**src/rtl/serial_asm_pkg.sv**
```systemverilog
// Shared types and sizing helpers for the serial byte assembler.
// The PARITY state is only reachable when PARITY_CHECK_EN is defined.
package serial_asm_pkg;

  typedef enum logic [1:0] {
    IDLE   = 2'd0,
    SHIFT  = 2'd1,
    PARITY = 2'd2,
    LOAD   = 2'd3
  } asm_state_t;

  // Counter width big enough for both the bit index and the idle-cycle count
  function automatic int cnt_width(input int width, input int timeout);
    int m;
    m = (width > timeout + 1) ? width : timeout + 1;
    return (m < 2) ? 1 : $clog2(m);
  endfunction

  localparam int DEF_CNT_W = cnt_width(8, 16);

endpackage

```
**src/rtl/asm_timeout_ctr.sv**
```systemverilog
// Idle-cycle watchdog for an in-progress frame. Counts enabled cycles and
// flags expire on the cycle whose count would reach TIMEOUT.
module asm_timeout_ctr
  import serial_asm_pkg::*;
#(
  parameter int TIMEOUT = 16,
  parameter int CW      = DEF_CNT_W
) (
  input  logic clock,
  input  logic reset,
  input  logic clear,
  input  logic enable,
  output logic expire
);

  localparam logic [CW-1:0] LAST = CW'(TIMEOUT - 1);

  logic [CW-1:0] count;

  // Expire is combinational so the FSM can abort on the same edge the count hits TIMEOUT
  assign expire = enable && (count == LAST);

  // Count idle cycles, restarting whenever the frame makes progress or ends
  always_ff @(posedge clock) begin
    if (reset || clear) begin
      count <= '0;
    end else if (enable) begin
      count <= expire ? '0 : count + CW'(1);
    end
  end

endmodule

```
**src/rtl/serial_byte_assembler.sv**
```systemverilog
// Collects a framed serial bit stream and presents WIDTH bits in parallel with a
// one-cycle load strobe for the downstream parallel-load register.
// Optional even-parity trailer bit is enabled by defining PARITY_CHECK_EN.
module serial_byte_assembler
  import serial_asm_pkg::*;
#(
  parameter int WIDTH     = 8,
  parameter int MSB_FIRST = 1,
  parameter int TIMEOUT   = 16
) (
  input  logic             clock,
  input  logic             reset,
  input  logic             ser_in,
  input  logic             bit_valid,
  input  logic             sof,
  output logic [WIDTH-1:0] par_data,
  output logic             load,
  output logic             busy,
  output logic             frame_err,
  output logic [7:0]       frame_cnt
);

  localparam int CW = cnt_width(WIDTH, TIMEOUT);
  localparam logic [CW-1:0] LAST_BIT = CW'(WIDTH - 1);

  asm_state_t       state;
  logic [WIDTH-1:0] shift_reg;
  logic [WIDTH-1:0] next_shift;
  logic [CW-1:0]    bit_cnt;
  logic             in_frame;
  logic             tmo_clear;
  logic             tmo_enable;
  logic             tmo_expire;
  logic             last_bit;
`ifdef PARITY_CHECK_EN
  logic             parity_ok;
`endif

  // Shift register contents after accepting ser_in in the configured bit order
  always_comb begin
    next_shift = shift_reg;
    if (MSB_FIRST != 0) begin
      next_shift = {shift_reg[WIDTH-2:0], ser_in};
    end else begin
      next_shift = {ser_in, shift_reg[WIDTH-1:1]};
    end
  end

  assign in_frame   = (state == SHIFT) || (state == PARITY);
  assign tmo_clear  = !in_frame || sof || bit_valid;
  assign tmo_enable = in_frame && !sof && !bit_valid;
  assign last_bit   = (bit_cnt == LAST_BIT);
  assign busy       = (state != IDLE);
`ifdef PARITY_CHECK_EN
  assign parity_ok  = ((^shift_reg) ^ ser_in) == 1'b0;
`endif

  asm_timeout_ctr #(
    .TIMEOUT (TIMEOUT),
    .CW      (CW)
  ) u_timeout (
    .clock  (clock),
    .reset  (reset),
    .clear  (tmo_clear),
    .enable (tmo_enable),
    .expire (tmo_expire)
  );

  // Frame FSM: sof beats bit_valid beats timeout; load and frame_err are single-cycle pulses
  always_ff @(posedge clock) begin
    if (reset) begin
      state     <= IDLE;
      shift_reg <= '0;
      bit_cnt   <= '0;
      par_data  <= '0;
      load      <= 1'b0;
      frame_err <= 1'b0;
      frame_cnt <= 8'd0;
    end else begin
      load      <= 1'b0;
      frame_err <= 1'b0;
      case (state)
        IDLE: begin
          if (sof) begin
            state     <= SHIFT;
            bit_cnt   <= '0;
            shift_reg <= '0;
          end
        end
        SHIFT: begin
          if (sof) begin
            frame_err <= 1'b1;
            bit_cnt   <= '0;
            shift_reg <= '0;
          end else if (bit_valid) begin
            shift_reg <= next_shift;
            bit_cnt   <= bit_cnt + CW'(1);
            if (last_bit) begin
`ifdef PARITY_CHECK_EN
              state     <= PARITY;
`else
              state     <= LOAD;
              par_data  <= next_shift;
              load      <= 1'b1;
              frame_cnt <= frame_cnt + 8'd1;
`endif
            end
          end else if (tmo_expire) begin
            state     <= IDLE;
            frame_err <= 1'b1;
          end
        end
`ifdef PARITY_CHECK_EN
        PARITY: begin
          if (sof) begin
            state     <= SHIFT;
            frame_err <= 1'b1;
            bit_cnt   <= '0;
            shift_reg <= '0;
          end else if (bit_valid) begin
            if (parity_ok) begin
              state     <= LOAD;
              par_data  <= shift_reg;
              load      <= 1'b1;
              frame_cnt <= frame_cnt + 8'd1;
            end else begin
              state     <= IDLE;
              frame_err <= 1'b1;
            end
          end else if (tmo_expire) begin
            state     <= IDLE;
            frame_err <= 1'b1;
          end
        end
`endif
        LOAD: begin
          if (sof) begin
            state     <= SHIFT;
            bit_cnt   <= '0;
            shift_reg <= '0;
          end else begin
            state <= IDLE;
          end
        end
        default: begin
          state <= IDLE;
        end
      endcase
    end
  end

endmodule

```
**config.mk**
```make
export PLATFORM = sky130hd
export DESIGN_NAME = serial_byte_assembler
export DESIGN_NICKNAME = d
export VERILOG_FILES = /design/src/rtl/serial_asm_pkg.sv /design/src/rtl/asm_timeout_ctr.sv /design/src/rtl/serial_byte_assembler.sv
export SDC_FILE = /design/constraint.sdc
export NUM_CORES = 1
export LEC_CHECK = 0
export CORE_AREA = 2 2 62 64
export DETAILED_ROUTE_END_ITERATION = 7
export DIE_AREA = 0 0 64 66
export PLACE_DENSITY = 0.76
export REMOVE_ABC_BUFFERS = 1
export SETUP_SLACK_MARGIN = 0.15
export SLEW_MARGIN = 20
export SYNTH_ARGS = -nofsm -noshare
export SYNTH_HDL_FRONTEND = slang
export SYNTH_SLANG_ARGS = --single-unit
```
**constraint.sdc**
```tcl
create_clock -name clock -period 1.7 [get_ports clock]
set_input_delay 0.34 -clock clock [delete_from_list [all_inputs] [get_ports clock]]
set_output_delay 0.34 -clock clock [all_outputs]
set_load 0.03 [all_outputs]
```
==> Word level (Yosys, flattened, before mapping) <==
Cells that the tools add are included.
Widths: inputs -> output; s select.
{ "classes": {"n_eq_ne": 11, "shifts": 0, "n_reduce_logical": 19, "div_mod_pow": 0, "magnitude_cmp": 0, "n_bitwise": 3, "muxes": 20, "mul": 0, "addsub": 3} }
{ "ops": {"columns": ["cell", "count"], "rows": [
  ["$mux 7", 3],
  ["$mux 5", 4],
  ["$pmux 7 s2", 1],
  ["$add 5x1->5 const B", 2],
  ["$mux 2", 5],
  ["$pmux 5 s2", 1],
  ["$add 8x1->8 const B", 1],
  ["$reduce_and 4->1", 2],
  ["$ne 3x3->1 const B", 2],
  ["$pmux 2 s3", 1],
  ["$eq 5x3->1 const B", 1],
  ["$eq 5x4->1 const B", 1],
  ["$mux 1", 5],
  ["$eq 2x2->1 const B", 2],
  ["$logic_or 1x1->1", 4],
  ["$ne 2x2->1 const B", 2],
  ["$reduce_bool 2->1", 2],
  ["$reduce_or 2->1", 2],
  ["$reduce_or 4->1", 1],
  ["$logic_and 1x1->1", 3],
  ["$logic_not 1->1", 3],
  ["$ne 3x2->1 const B", 1],
  ["$not 1->1", 3],
  ["$reduce_and 3->1", 1],
  ["other kinds (3)", 3]
]} }
{ "word_totals": {"in_bits": 5, "reg_bits": 37, "mem_count": 0, "elab_cells": 64, "rom_bits": 0, "mem_bits_rw": 0, "latchBits": 0, "output_inout_bits": 19} }

==> Logic depth before layout (Yosys ltp) <==
Gate-level depths: netlist of run 1.
{ "depth": {"depth_word": 9, "mapped_depth": 8} }

==> Hierarchy <==
A second synthesis of run 1 with hierarchy kept.
{ "hier_totals": {"hier_cells": 193, "hier_area_um2": 1620.3} }
{ "by_module_without_submodules": {"columns": ["mod", "instances", "area_each_um2", "cells_each"], "rows": [
  ["serial_byte_assembler", 1, 1393.8, 170],
  ["asm_timeout_ctr", 1, 226.5, 23]
]} }

==> Worst setup path after synthesis of run 1 <==
OpenSTA, ideal clock, no wires.
{ "synth_path": {"kind": "flip-flop to flip-flop", "startpoint": "register state[1]", "endpoint": "register state[1]", "path_stages_with_launch": 7, "t_arrival_ns": 1.746, "setup_slack_ns": -0.162, "required_time_ns": 1.584, "synth_period_minus_slack_ns": 1.862, "setup_time_ns": 0.116, "cell_sequence": "dfxtp_1 -> inv_1 -> ha_1 -> or3b_4 -> o22a_1 -> a211o_1 -> and3_1"} }
{ "synth_between": {"elab_chain_len": 7, "elab_cells_between_ends": 14, "cone_classes": "eq/ne: 7; mux: 1; reduce/logical: 6"} }
{ "synth_rtl": {"columns": ["item", "line", "rtl"], "rows": [
  ["start: declaration", "serial_byte_assembler.sv:26", "asm_state_t state;"],
  ["start signal: assignment", "serial_byte_assembler.sv:72", "state <= IDLE;"],
  ["start signal: assignment", "serial_byte_assembler.sv:85", "state <= SHIFT;"],
  ["start signal: assignment", "serial_byte_assembler.sv:102", "state <= LOAD;"],
  ["$eq 2x1->1 or $eq 2x2->1 (tied branches)", "serial_byte_assembler.sv:49, serial_byte_assembler.sv:82", null],
  ["$logic_or 1x1->1", "serial_byte_assembler.sv:49", "assign in_frame = (state == SHIFT) || (state == PARITY);"],
  ["$logic_and 1x1->1 (2 in a row)", "serial_byte_assembler.sv:51", "assign tmo_enable = in_frame && !sof && !bit_valid;"],
  ["$logic_and 1x1->1", "asm_timeout_ctr.sv:21", "assign expire = enable && (count == LAST);"],
  ["$ne 3x2->1 (no line)", null, null],
  ["$reduce_and 4->1 (no line)", null, null]
]} }
Parallel ways exist; a longest one is shown, timed or not.
A chain may end at the register's enable or synchronous reset.

==> Final worst setup path of run 1 <==
Ends and elaborated chain as after synthesis.

==> summary.txt, run 1 <==
Global route
  • Vias in the first global route: between 1000 and 1500
  • GRT overflow: 0
  • Initial antenna violation count: 0
  • First-pass GRT wire length: approximately 6.1 mm
  • GRT Overall Usage: between 10% and 20%
  • Largest net degree at the start of global routing: 18

Synth
  • Syn Inst Count: approximately 190
  • Synth warn: 0
  • Main synth FF type: dfxtp_1
  • Most common cell in the netlist: dfxtp_1
  • Leading area contributor after synthesis: dfxtp_1
  • Area of the mapped netlist: 0.001629 mm^2
  • Post-synth cell types: 36
  • Number of flops mapped to enable cells by yosys: 0
  • Area contributors post-synth: dfxtp_1 45%, nand2_1 6.7%, a21oi_1 6.5%
  • Synth async-reset ratio: 0%
  • Count of state elements after synthesis: 37
  • Avg Synthesized Cell Area: around 8.4 um^2
  • Top-area cell type share of the netlist area: 45.47%
  • Register area share after synthesis: 45.47%
  • Synth cell count leaders: 37 x dfxtp_1, 29 x nand2_1, 21 x a21oi_1

Route
  • Top layer in use: met4
  • Routed len/inst: approximately 14 um
  • WL met2: 2.292 mm
  • Initial drt markers: 74
  • Vias per cell: ~5.3
  • Drc violations: 0
  • Via Count: around 1600
  • DR pass1 iterations: 4
  • WL final: ~4.3 mm
  • Met3 WL post-DR: between 100 and 150 um
  • Post-DRT Antenna Nets: 0
  • Wl on met1: 1.865 mm

CTS
  • CTS clk-pin slew, worst paths: around 0.1 ns
  • TritonCTS sink count: 37
  • Worst skew pair latency: between 0.3 and 0.4 ns
  • TritonCTS clock tree: done
  • Clock Tree Buf Depth: 2
  • CTS H-tree lvls: 2
  • Hold-fix buffers at CTS: 0
  • Root Buffer Master: clkbuf_4
  • Num CTS Buffers: 5

Final layout
  • Filler Cells Inserted: about 250
  • Share of cells above drive strength 1: a little over two fifths
  • NumNets Final: between 200 and 300
  • Antenna cells: 0
  • Finished Core Util: around 72%
  • P&R area growth vs syn: 57.45%

Power and ir drop
  • Combinational power share: about 38%
  • Peak VDD IR: about 0.00057 V
  • P_leak: roughly 1.2 nW
  • Cell Pwr Density: roughly 850 mW/mm^2
  • Clk network pwr share: 20.3%
  • Switching power: around 670 uW
  • Flop pwr share: a little over two fifths
  • Switching fraction of total power: between 30 and 40%
  • Pint: between 1.5 and 2 mW

Place
  • Final GP Congestion: between 0.7 and 0.8
  • HPWL Detailed: ~2.3 mm
  • Number of port buffers: 23

Critical path
  • FF-to-FF path depth: 6
  • Crit. End Element: register
  • WP data arrival: a little under 2 ns
  • Critical path launch point type: register
  • Crit path max fanout: 3
  • CP Class: reg2reg
  • WP data required: slightly below 2 ns

Timing
  • Final hold vios: 0
  • FMAX: roughly 580 MHz
  • Slew @ Worst Pin: 0.3505 ns
  • Setup Skew: approximately 0.0094 ns
  • Final setup vio count: 2
  • Final setup margin: -0.03517 ns
  • RSZ-0062 raised after global routing: true
  • Slew headroom: between 70% and 80%
  • Final Cycle Share: 102.1%
  • Fin Hold WS: between 0.4 and 0.5 ns
  • Fin crit period: roughly 1.7 ns
  • Max-slew violation count: 0

Floorplanning
  • Die ar.: around 0.0042 mm^2
  • # rows: 22
  • Die X-Extent: about 64 um
  • Core Area: between 0.003 and 0.004 mm^2
  • Ports: 24
  • Initial Utilization: about 46%
  • Die Ht: about 66 um

Status
  • Failing checks: negative setup slack
  • Outcome: finished with violations

Flow run
  • Max Cap Viol: 0

Hold path
  • Type of the most critical hold path: reg2reg
  • Worst hold stages: 2
critical path, stage by stage (launching register included):
cell and delay (ns):
dfxtp_2 0.35, inv_2 0.05, ha_4 0.25, or3b_4 0.37, o22a_1 0.22, a211o_1 0.22
and3_1 0.17
cell usage in the layout (no fill, tap or decap), types with 3 or more instances in the layout:
master           count
dfxtp_1             33
buf_4               29
nand2_1             16
nor2_1              14
dlygate4sd2_1       14
o21ai_0             13
a21oi_2             11
a21oi_1              9
buf_6                9
xnor2_1              7
nand2_2              7
nand2_4              6
inv_1                5
nand3_1              5
clkbuf_4             5
ha_1                 4
clkdlybuf4s50_1      4
nor2b_1              3
nand3b_1             3
nor4_4               3
nor3_4               3
dfxtp_2              3
clkbuf_2             3
cells by family (layout without fill, tap and decap cells):
| kind of cell | Yosys count | after routing | share of synthesized area [%] |
|---|---|---|---|
| simple gates | 79 | 79 | 24.35 |
| compound gates | 45 | 45 | 15.90 |
| flops | 37 | 37 | 45.47 |
| buf+inv | 17 | 78 | 4.608 |
| xor+xnor | 8 | 8 | 4.301 |
| fa+ha+maj | 7 | 7 | 5.376 |
layout make-up:
cell class,instances,area [um^2],area share [%]
Sequential cell,37,748.2,29.17
Tap cell,48,60.06,2.341
Timing Repair Buffer,63,571.8,22.29
Inverter,7,26.28,1.024
Clock buffer,6,41.29,1.610
Clock inverter,2,10.01,0.3902
Multi-Input combinational cell,139,1107,43.17
power groups by stage:
stage	Clock, mW	Sequential [mW]	Combinational (mW)
2_1_floorplan	0	0.940	0.216
3_3_place_gp	0	0.927	0.481
3_5_place_dp	0	0.928	0.484
4_1_cts	0.453	0.915	0.553
5_1_grt	0.492	0.920	0.866
6_report	0.441	0.916	0.816
per-stage QoR:
step	cells	setup slack (ns)	cell area [um^2]	power, mW	setup TNS [ns]
2_1_floorplan	183	-0.1623	1580	1.156	-0.3070
3_3_place_gp	277	-0.2495	2053	1.408	-3.400
3_5_place_dp	277	-0.2765	2053	1.412	-4.789
4_1_cts	290	-0.02572	2213	1.920	-0.03112
5_1_grt	302	-0.08824	2565	2.278	-0.5790
6_report	302	-0.03517	2565	2.173	-0.06584
what timing repair did:
action | in CTS | in global routing
gates resized for setup | 40 | 65
buffers inserted | 4 | 11
pin swaps | 7 | 37
endpoints found under the setup margin | 49 | 33
cloned | 1 | 1
per-layer routing:
layer	global-route usage (%)	vias to the layer above
li1	-	794
met1	21.21	774
met2	31.90	33
met3	5.111	7
met4	8.152	0
met5	0	-
path summary, 6_finish.rpt:
kind / startpoint / endpoint / slack (ns)
max reg2reg: state[1] / state[1] / -0.04
max: state[1] / state[1] / -0.04
min reg2reg: par_data[6] / par_data[6] / 0.46
min: par_data[6] / par_data[6] / 0.46
Power figures use the tool's default switching activity.
==> inputs of run 2 (changes only) <==
Settings changed: GPL_ROUTABILITY_DRIVEN set to 0.
==> results of run 2 <==
Final layout, timing and power as in run 1 (identical DEF).
==> inputs of run 3 (changes only) <==
Settings changed: GPL_TIMING_DRIVEN set to 0.
==> run 3 against run 2 <==
  * The flow still finishes with violations (negative setup slack)
  * Non-clock buffer count down 21
  * Sequential share of layout area up 2.6 points
  * Utilization down 6.0 points
  * Clock power up 5.4%
  * Highest routed layer unchanged
  * Maximum frequency down 3.9%
  * Global-route usage up 0.11 points
  * Count of clock-buffer cells in the layout down 1
  * Clock skew down 0.0026 ns
  * Register-to-register slack worse by 0.07 ns
  * Sequential cell count unchanged
  * Worst hold slack about the same
==> summary.txt, run 3 (synthesis results as in run 1) <==
Status
  • Outcome: finished with violations (unchanged)
  • Failing checks: negative setup slack (unchanged)

Route
  • Post-DRT Antenna Nets: 0 (unchanged)
  • DR pass1 iterations: 5 (was 4)
  • Initial drt markers: 82 (was 74)
  • Vias per cell: 5.348 (was 5.325)
  • Drc violations: 0 (unchanged)
  • WL final: 3.936 mm (was 4.347 mm)
  • Via Count: 1508 (was 1608)
  • Routed len/inst: 13.96 um (was 14.39 um)

Power and ir drop
  • Peak VDD IR: 0.0006845 V (was 0.0005705 V)
  • Cell Pwr Density: 858.6 mW/mm^2 (was 847.1 mW/mm^2)
  • P_leak: 0.9209 nW (was 1.158 nW)

Place
  • Area post-placement: 0.001871 mm^2 (was 0.002053 mm^2)
  • HPWL Detailed: 1.998 mm (was 2.324 mm)
  • Placed insts: 254 (was 277)
  • Number of port buffers: 23 (unchanged)

CTS
  • Root Buffer Master: clkbuf_4 (unchanged)
  • CTS clk-pin slew, worst paths: 0.11 ns (was 0.10 ns)
  • TritonCTS sink count: 37 (unchanged)
  • CTS H-tree lvls: 2 (unchanged)
  • Clock Tree Buf Depth: 2 (unchanged)
  • Num CTS Buffers: 5 (unchanged)
  • Hold-fix buffers at CTS: 0 (unchanged)
  • TritonCTS clock tree: done (unchanged)
  • Worst skew pair latency: 0.35 ns (was 0.34 ns)

Timing
  • Slew @ Worst Pin: 0.7325 ns (was 0.3505 ns)
  • Slew headroom: 51.17% (was 76.56%)
  • Fin crit period: 1.806 ns (was 1.735 ns)
  • Setup Skew: 0.006845 ns (was 0.009424 ns)
  • Final Cycle Share: 106.2% (was 102.1%)
  • Max-slew violation count: 0 (unchanged)
  • Final setup vio count: 3 (was 2)
  • Final hold vios: 0 (unchanged)
  • RSZ-0062 raised after global routing: true (unchanged)
  • Final setup margin: -0.1062 ns (was -0.03517 ns)
  • Fin Hold WS: 0.4579 ns (was 0.4575 ns)
  • Total Neg Setup Slack: -0.1456 ns (was -0.06584 ns)
  • FMAX: 553.7 MHz (was 576.3 MHz)

Floorplanning
  • Ports: 24 (unchanged)
  • Initial Utilization: 45.88% (unchanged)
  • # rows: 22 (unchanged)
  • Die Ht: 66 um (unchanged)
  • Die X-Extent: 64 um (unchanged)
  • Core Area: 0.003551 mm^2 (unchanged)
  • Die ar.: 0.004224 mm^2 (unchanged)

Critical path
  • WP data arrival: 2.06 ns (was 1.98 ns)
  • CP Class: reg2reg (unchanged)
  • Crit path max fanout: 3 (unchanged)
  • Critical path launch point type: register (unchanged)
  • Worst reg2reg endpoint: state[1] (unchanged)
  • FF-to-FF path depth: 6 (unchanged)
  • Reg2reg setup slack: -0.11 ns (was -0.04 ns)
  • WP data required: 1.95 ns (was 1.94 ns)
  • Worst reg2reg path startpoint: state[0] (was state[1])
  • Crit. End Element: register (unchanged)

Final layout
  • Filler Cells Inserted: 267 (was 245)
  • P&R area growth vs syn: 44.47% (was 57.45%)
  • Multi-input logic area: 0.001085 mm^2 (was 0.001107 mm^2)
  • Non-Filler Instances: 282 (was 302)
  • Post-route cell area: 0.002354 mm^2 (was 0.002565 mm^2)
  • Finished Core Util: 66.28% (was 72.23%)
  • Antenna cells: 0 (unchanged)
  • Commonest non-fill, non-tap cell in the layout: dfxtp_1 (unchanged)
  • Share of cells above drive strength 1: 33.33% (was 41.73%)
  • Commonest non-fill, non-tap cells in the layout: 34 x dfxtp_1, 26 x nand2_1, 17 x a21oi_1, 13 x dlygate4sd2_1, 12 x nor2_1 (was 33 x dfxtp_1, 29 x buf_4, 16 x nand2_1, 14 x nor2_1, 14 x dlygate4sd2_1)
  • Register area: 747.0 um^2 (was 748.2 um^2)
  • NumNets Final: 245 (was 265)

Flow run
  • Max Cap Viol: 0 (unchanged)

Hold path
  • Worst hold stages: 2 (unchanged)
  • Hold path endpoint: par_data[2] (was par_data[6])
  • Type of the most critical hold path: reg2reg (unchanged)
  • Hold Path Origin: par_data[2] (was par_data[6])

Global route
  • GRT overflow: 0 (unchanged)
  • Largest net degree at the start of global routing: 33 (was 18)
  • GRT Overall Usage: 18.55% (was 18.44%)
  • First-pass GRT wire length: 6.085 mm (was 6.072 mm)
  • Initial antenna violation count: 0 (unchanged)
  • Vias in the first global route: 1342 (was 1388)
-- run 3: cell types whose count changed in the layout (fill, tap and decap cells not counted), sizes merged --
cell / delta
dlygate4sd2: -1
clkinvlp: +1
clkdlybuf4s50: -2
clkdlybuf4s15: +2
clkbuf: -1
nand4bb: +1
buf: -20
-- run 3: how the worst max path moves through the flow --
| stage | start | to | cells past startpoint |
|---|---|---|---|
| floorplan | state[1] | state[1] | 6 |
| global placement | reset | state[0] | 3 |
| detailed placement | reset | state[0] | 3 |
| CTS | state[1] | state[1] | 6 |
| global route | state[0] | state[1] | 6 |
| finish | state[0] | state[1] | 6 |
-- run 3: where the power goes --
part | switching (mW) | total (mW) | leakage [nW] | internal, mW
Sequential | 0.0277 | 0.923 | 0.300 | 0.895
Clock | 0.309 | 0.465 | 0.0310 | 0.156
Combinational | 0.328 | 0.632 | 0.590 | 0.305
Total | 0.665 | 2.02 | 0.921 | 1.36
-- run 3: area by class of cell --
cell class	count	area share, %
clock buffer	5	1.595
clock inverter	3	0.7443
inverter	7	1.329
multi-input combinational	140	46.09
sequential	37	31.74
tap	48	2.552
timing repair buffer	42	15.95
-- run 3: through the flow --
stage	total power, mW	worst slack [ns]
after floorplan	1.156	-0.1623
after global placement	1.259	-0.5613
after detailed placement	1.258	-0.5407
after CTS	1.909	-0.04801
after global routing	2.106	-0.1561
final	2.021	-0.1062
-- run 3: per-layer routing --
metal  global-route usage (%)  vias up  share of wire (%)
li1                         -      749                  -
met2                    29.30       41                 48
met3                    4.600        7                3.4
met1                    23.65      711                 46
met4                    8.967        0                2.3
met5                        0        -                  0
-- run 3: what timing repair did --
item / in CTS / in global routing
setup buffers: 13 / 6
gates resized for setup: 61 / 48
gates cloned: 1 / 0
endpoints found under the setup margin: 56 / 29
pin swaps: 15 / 27
-- run 3: critical path: stages, from the launching register on --
cell and delay, ns:
dfxtp_2 0.37, inv_4 0.05, ha_4 0.26, or3b_4 0.39, o22a_1 0.25, a211o_1 0.24, and3_4 0.16
